$ cat src/rtl/key_bit_collector.sv
// key_bit_collector
// -----------------------------------------------------------------------------
// Collects the serial output of the key chip. The block watches the host bus
// for qualified key-window read cycles (SSER_n=0, BA13=0, BA12=1, BR_W=1). It
// samples SDRD a fixed number of clocks after each cycle starts. The bits are
// packed MSB-first into bytes. Each completed byte goes to the host through a
// 2-entry valid/ready buffer.
//
// Parameters
//   SAMPLE_DLY  clocks from the detected strobe edge to the SDRD sample (1..15)
//
// Ports
//   clk         system clock, rising edge
//   rst_n       asynchronous active-low reset
//   bus_strobe  asynchronous bus-cycle strobe, active high
//   SSER_n      key-chip select, active low
//   BA13, BA12  bus address bits
//   BR_W        bus read/write, 1 = read
//   SDRD        key-chip serial data bit
//   clr         synchronous clear of all collector state
//   out_data    oldest completed byte
//   out_valid   out_data holds a byte
//   out_ready   consumer accepts out_data
//   bit_count   bits already shifted into the current partial byte
//   overflow    sticky: a completed byte was dropped because the buffer was full
//   collide     sticky: a qualified edge arrived while a sample was pending
// -----------------------------------------------------------------------------
module key_bit_collector #(
  parameter int SAMPLE_DLY = 2
) (
  input  logic       clk,
  input  logic       rst_n,
  input  logic       bus_strobe,
  input  logic       SSER_n,
  input  logic       BA13,
  input  logic       BA12,
  input  logic       BR_W,
  input  logic       SDRD,
  input  logic       clr,
  output logic [7:0] out_data,
  output logic       out_valid,
  input  logic       out_ready,
  output logic [2:0] bit_count,
  output logic       overflow,
  output logic       collide
);

  localparam logic [3:0] DLY_LOAD = 4'(SAMPLE_DLY - 1);

  typedef enum logic [1:0] {
    S_IDLE   = 2'd0,
    S_WAIT   = 2'd1,
    S_SAMPLE = 2'd2
  } state_t;

  // Strobe synchronizer and edge detector
  logic sync_p0;
  logic sync_p1;
  logic sync_p2;
  logic strobe_evt;
  logic qual_evt;

  always_ff @(posedge clk or negedge rst_n) begin
    if (!rst_n) begin
      sync_p0 <= 1'b0;
      sync_p1 <= 1'b0;
      sync_p2 <= 1'b0;
    end else begin
      sync_p0 <= bus_strobe;
      sync_p1 <= sync_p0;
      sync_p2 <= sync_p1;
    end
  end

  // The qualifiers are stable while the strobe is high. They can therefore
  // be used directly, without synchronizing them, on the event cycle.
  assign strobe_evt = sync_p1 & ~sync_p2;
  assign qual_evt   = strobe_evt & ~SSER_n & ~BA13 & BA12 & BR_W;

  // Sample sequencer FSM
  state_t     state;
  state_t     state_nxt;
  logic [3:0] dly_cnt;
  logic       load_dly;
  logic       dec_dly;
  logic       sample_en;

  always_ff @(posedge clk or negedge rst_n) begin
    if (!rst_n) begin
      state <= S_IDLE;
    end else if (clr) begin
      state <= S_IDLE;
    end else begin
      state <= state_nxt;
    end
  end

  // WAIT leaves when the decremented count reaches zero. As a result, the
  // SDRD sample lands exactly SAMPLE_DLY clocks after the event edge. With
  // SAMPLE_DLY=1 the FSM skips WAIT entirely.
  always_comb begin
    state_nxt = state;
    unique case (state)
      S_IDLE: begin
        if (qual_evt) begin
          state_nxt = (SAMPLE_DLY == 1) ? S_SAMPLE : S_WAIT;
        end
      end
      S_WAIT: begin
        if (dly_cnt <= 4'd1) begin
          state_nxt = S_SAMPLE;
        end
      end
      S_SAMPLE: begin
        state_nxt = S_IDLE;
      end
      default: begin
        state_nxt = S_IDLE;
      end
    endcase
  end

  always_comb begin
    load_dly  = 1'b0;
    dec_dly   = 1'b0;
    sample_en = 1'b0;
    unique case (state)
      S_IDLE:   load_dly  = qual_evt;
      S_WAIT:   dec_dly   = 1'b1;
      S_SAMPLE: sample_en = 1'b1;
      default: begin
        load_dly  = 1'b0;
        dec_dly   = 1'b0;
        sample_en = 1'b0;
      end
    endcase
  end

  always_ff @(posedge clk or negedge rst_n) begin
    if (!rst_n) begin
      dly_cnt <= 4'd0;
    end else if (clr) begin
      dly_cnt <= 4'd0;
    end else if (load_dly) begin
      dly_cnt <= DLY_LOAD;
    end else if (dec_dly) begin
      dly_cnt <= dly_cnt - 4'd1;
    end
  end

  // A qualified edge that arrives while a sample is pending is dropped.
  // The pending sample keeps its original timing.
  always_ff @(posedge clk or negedge rst_n) begin
    if (!rst_n) begin
      collide <= 1'b0;
    end else if (clr) begin
      collide <= 1'b0;
    end else if (qual_evt && (state != S_IDLE)) begin
      collide <= 1'b1;
    end
  end

  // Bit assembly
  logic [7:0] shreg;
  logic       push;
  logic [7:0] push_word;

  assign push      = sample_en & (bit_count == 3'd7);
  assign push_word = {shreg[6:0], SDRD};

  always_ff @(posedge clk or negedge rst_n) begin
    if (!rst_n) begin
      shreg     <= 8'h00;
      bit_count <= 3'd0;
    end else if (clr) begin
      shreg     <= 8'h00;
      bit_count <= 3'd0;
    end else if (sample_en) begin
      shreg     <= push_word;
      bit_count <= bit_count + 3'd1;  // 7 -> 0 wrap marks the completed byte
    end
  end

  // Output buffer: 2-entry FIFO
  logic [7:0] mem [2];
  logic       wr_ptr;
  logic       rd_ptr;
  logic [1:0] count;
  logic       full;
  logic       pop;
  logic       do_write;
  logic       drop;

  assign full      = (count == 2'd2);
  assign out_valid = (count != 2'd0);
  assign out_data  = mem[rd_ptr];
  assign pop       = out_valid & out_ready;
  // When the buffer is full and popped in the same cycle, wr_ptr equals
  // rd_ptr. The new byte then takes over the slot that is being vacated.
  assign do_write  = push & (~full | pop);
  assign drop      = push & full & ~pop;

  always_ff @(posedge clk or negedge rst_n) begin
    if (!rst_n) begin
      mem[0] <= 8'h00;
      mem[1] <= 8'h00;
      wr_ptr <= 1'b0;
      rd_ptr <= 1'b0;
      count  <= 2'd0;
    end else if (clr) begin
      mem[0] <= 8'h00;
      mem[1] <= 8'h00;
      wr_ptr <= 1'b0;
      rd_ptr <= 1'b0;
      count  <= 2'd0;
    end else begin
      if (do_write) begin
        mem[wr_ptr] <= push_word;
        wr_ptr      <= ~wr_ptr;
      end
      if (pop) begin
        rd_ptr <= ~rd_ptr;
      end
      unique case ({do_write, pop})
        2'b10:   count <= count + 2'd1;
        2'b01:   count <= count - 2'd1;
        default: count <= count;
      endcase
    end
  end

  always_ff @(posedge clk or negedge rst_n) begin
    if (!rst_n) begin
      overflow <= 1'b0;
    end else if (clr) begin
      overflow <= 1'b0;
    end else if (drop) begin
      overflow <= 1'b1;
    end
  end

endmodule

$ cat config.mk
export PLATFORM = sky130hd
export DESIGN_NAME = key_bit_collector
export DESIGN_NICKNAME = d
export VERILOG_FILES = /design/src/rtl/key_bit_collector.sv
export SDC_FILE = /design/constraint.sdc
export NUM_CORES = 1
export LEC_CHECK = 0
export CAP_MARGIN = 10
export CORE_ASPECT_RATIO = 2
export CORE_UTILIZATION = 35
export DETAILED_ROUTE_END_ITERATION = 12
export PLACE_DENSITY = 0.6
export SLEW_MARGIN = 10
export SYNTH_ARGS = -nofsm -noshare
export SYNTH_HDL_FRONTEND = slang
export SYNTH_SLANG_ARGS = --single-unit
$ cat constraint.sdc
create_clock -name clk -period 2.8 [get_ports clk]
set_input_delay 0.28 -clock clk [delete_from_list [all_inputs] [get_ports clk]]
set_output_delay 0.28 -clock clk [all_outputs]
set_load 0.005 [all_outputs]
==> metrics.md <==
| Metric | Value |
|---|---|
| Floorplan die area | `6140 µm²` |
| Startpoint kind of the worst setup timing path | `flop` |
| Endpoint of the lowest-slack register-to-register path | `count[1]` |
| Clock buffer depth | `2` |
| Commonest register cell after synthesis | `sky130_fd_sc_hd__dfrtp_1` |
| Last weighted congestion value of the routability-driven placer | `0.764` |
| Part of the cycle the worst path needs | `70.6%` |
| Placed cell areas | `2300 µm²` |
| Reg clk slew, reported paths | `0.06 ns` |
| Worst clock skew on the final layout | `0.00625 ns` |
| Crit. path cell count | `2` |
| Synth area leaders | `sky130_fd_sc_hd__dfrtp_1, sky130_fd_sc_hd__mux2i_1, sky130_fd_sc_hd__nand2b_1, sky130_fd_sc_hd__mux2_2, sky130_fd_sc_hd__nand2_1` |
| RSZ-0062 raised after global routing | `no` |
| Number of max-slew violations in the final report | `0` |
| Part of the Yosys area used for sequential elements | `50.4%` |
| Launch instance of the worst register-to-register path | `bit_count[0]` |
| Number of antenna violations at the first check in global routing | `0` |
| Total DRC errors in the routed layout | `0` |
| Most used cells in the layout excluding fill and tap cells | `sky130_fd_sc_hd__dfrtp_1, sky130_fd_sc_hd__nand2b_1, sky130_fd_sc_hd__clkdlybuf4s50_1` |
| Vertical die dimension | `110 µm` |
| Initial cell density of the core | `35.9%` |
| Peak supply drop | `0.535 mV` |
| Critical Path, Cell by Cell | `mux2_2 -> clkdlybuf4s50_1` |
| Routed vias/inst | `5.15` |
| Signal arrival time at the worst endpoint | `1.70 ns` |
| Netlist area before placement | `2030 µm²` |
| Delay of the slowest cell on the worst path | `0.58 ns` |
| TritonCTS buffer count | `5` |
| Worst reg2reg setup slack | `1.07 ns` |
| Origin of the worst setup path | `rd_ptr` |
| Diode count | `0` |
| Library cell contributing the largest single delay on the critical path | `sky130_fd_sc_hd__dfrtp_1` |
| CTS tree | `built` |
| Total core area | `5660 µm²` |
| Number of buffers inserted by port buffering | `23` |
| Count of final setup violators | `0` |
| GRT Residual Overflow | `0` |
| Worst Setup End Kind | `output port` |
| Routed vias | `1,407` |
| Total global-route track usage | `14.1%` |
| Vias in the first global route | `1,419` |
| Number of nets in the final layout | `225` |
| Clock root buffer master | `sky130_fd_sc_hd__clkbuf_16` |
| Buffers plus inverters on the worst setup path | `1` |
| Detailed Place HPWL | `2.81 mm` |
| LEAKAGE | `1.10 nW` |
| # fillers | `558` |
| Share of cells above drive strength 1 | `13.2%` |
| Crit Path Category | `reg -> out` |
| Setup TNS | `0 ns` |
| Commonest non-fill, non-tap cell in the layout | `sky130_fd_sc_hd__dfrtp_1` |
| Cts-stage hold buffer count | `0` |
| Worst R2R Path Depth | `5` |
| Async SR Flop Fraction | `100%` |
| Count of mapped cells out of synthesis | `188` |
| Die span in x | `55.9 µm` |
| Area of all placed cells without fillers | `2480 µm²` |
| Endpoints failing hold | `0` |
| Worst-case headroom to the max-slew limit | `39.5%` |
| H-tree levels | `2` |
| Syn. warnings | `0` |
| Rows | `39` |
| Count of cell types in the netlist | `38` |
| Post-layout min period | `1.98 ns` |
| Portion of synthesized cell area occupied by the leading cell type | `50.4%` |
| Average wire length per cell after detail routing | `14.1 µm` |
| Post_cts resized | `0` |
| Peak clock frequency supported by timing | `506 MHz` |
| Number of synthesized flops with an enable pin | `0` |
| Total setup buffers inserted after CTS | `0` |
| Required time worst endpoint | `2.52 ns` |
| Largest delay share family, worst path | `flip-flops` |
| First-pass GRT wire length | `6.69 mm` |
| # clock sinks | `41` |
| First-pass DRT Iterations | `4` |
| Top fanout value on the critical path | `9` |
| Total routed wirelength | `3.86 mm` |
| Class of the tightest hold or removal check | `in -> async` |
| Antenna-violating nets left | `0` |
| Cell type with the highest aggregate area in the netlist | `sky130_fd_sc_hd__dfrtp_1` |
| Synthesis-stage register bit count | `41` |
| Max-cap violations | `0` |
| Timing endpoint of the critical path | `out_data[2]` |
| DR iter-0 viols | `16` |
| Number of nets produced by synthesis | `202` |
| Worst-Margin Slew | `0.908 ns` |
| PD cells | `529 nW/µm²` |
| Run status | `complete, no violations` |
| Ports | `24` |
| Mean instance size in the synthesized netlist | `10.8 µm²` |
| Source-to-sink clock delay at the later pin of the worst-skew pair | `0.28 ns` |
| Maximum number of pins on one net before global-route repair | `42` |
| Area grow syn2layout | `21.7%` |
==> registers in the layout, indices dropped and copies added, names as in the netlist <==
| name | flops |
|---|---|
| bit_count | 3 |
| sync_p2 | 1 |
| mem | 16 |
| rd_ptr | 1 |
| shreg | 7 |
| collide | 1 |
| state | 2 |
| sync_p0 | 1 |
| wr_ptr | 1 |
| count | 2 |
| sync_p1 | 1 |
| dly_cnt | 4 |
| overflow | 1 |
==> worst min-delay path by stage <==
stage | startpoint | to | slack (ns) | depth (start not counted)
final | rst_n | bit_count[1] | 0.13 | 1
after global routing | rst_n | bit_count[1] | 0.22 | 1
after CTS | rst_n | mem[0] | 0.16 | 1
after detailed placement | sync_p0 | sync_p1 | 0.34 | 0
after global placement | sync_p0 | sync_p1 | 0.34 | 0
after floorplan | rst_n | bit_count[0] | -0.02 | 0
==> routing by layer <==
metal | global-route usage, % | up-vias | wire length (µm)
met5 | 0 | - | 0
met4 | 7.49 | 0 | 122
met3 | 2.35 | 10 | 92
met2 | 26.0 | 22 | 2100
met1 | 15.3 | 688 | 1550
li1 | - | 687 | -
==> synth_stat cells (3+ instances only) <==
cell type and instances:
sky130_fd_sc_hd__o21ai_0 3, sky130_fd_sc_hd__and3b_1 3, sky130_fd_sc_hd__dfrtp_1 41, sky130_fd_sc_hd__nand2_1 19, sky130_fd_sc_hd__nand2b_1 26, sky130_fd_sc_hd__a21oi_1 11, sky130_fd_sc_hd__clkbuf_1 7, sky130_fd_sc_hd__nor2_1 9
sky130_fd_sc_hd__mux2i_1 18, sky130_fd_sc_hd__mux2_2 8, sky130_fd_sc_hd__inv_1 5, sky130_fd_sc_hd__ha_1 4
==> worst reg2reg max path: stages (launching register included) <==
cell                        delay (ns)
sky130_fd_sc_hd__dfrtp_1          0.41
sky130_fd_sc_hd__ha_1             0.22
sky130_fd_sc_hd__ha_1             0.22
sky130_fd_sc_hd__and3b_1          0.25
sky130_fd_sc_hd__and3_1           0.20
sky130_fd_sc_hd__a2111oi_2        0.32
==> report_power, final <==
group	internal, mW	total (mW)	switching, mW
registers	0.596	0.599	0.00273
clock network	0.422	0.656	0.234
logic	0.0251	0.0543	0.0292
==> metrics by stage <==
| step | hold slack [ns] | worst slack [ns] | utilization [%] | instances | total power [mW] |
|---|---|---|---|---|---|
| final | 0.128 | 0.823 | 43.7 | 273 | 1.31 |
| after global routing | 0.218 | 0.720 | 43.7 | 273 | 1.35 |
| after CTS | 0.157 | 0.763 | 43.7 | 273 | 1.32 |
| after detailed placement | 0.337 | 0.958 | 40.7 | 265 | 0.665 |
| after global placement | 0.343 | 0.980 | 40.7 | 265 | 0.666 |
| after floorplan | -0.0156 | 1.22 | - | 188 | 0.632 |
==> cells by family after synthesis <==
kind of cell,after synthesis,synth area share [%]
simple gates,76,21.4
flops,41,50.4
mux,26,13.3
compound gates,24,8.00
buf+inv,15,3.57
fa+ha+maj,4,2.46
xor+xnor,2,0.861
==> final cells by class <==
cell class / instances / area, µm² / share of cell area [%]
clock buffers: 5 / 125 / 5.05
flip-flops and latches: 41 / 1030 / 41.4
multi-input cells: 132 / 936 / 37.8
inverters: 5 / 18.8 / 0.758
well taps: 61 / 76.3 / 3.08
clock inverters: 3 / 46.3 / 1.87
repair buffers: 26 / 248 / 10.0
Note: power is estimated with default switching activity, not from simulation.
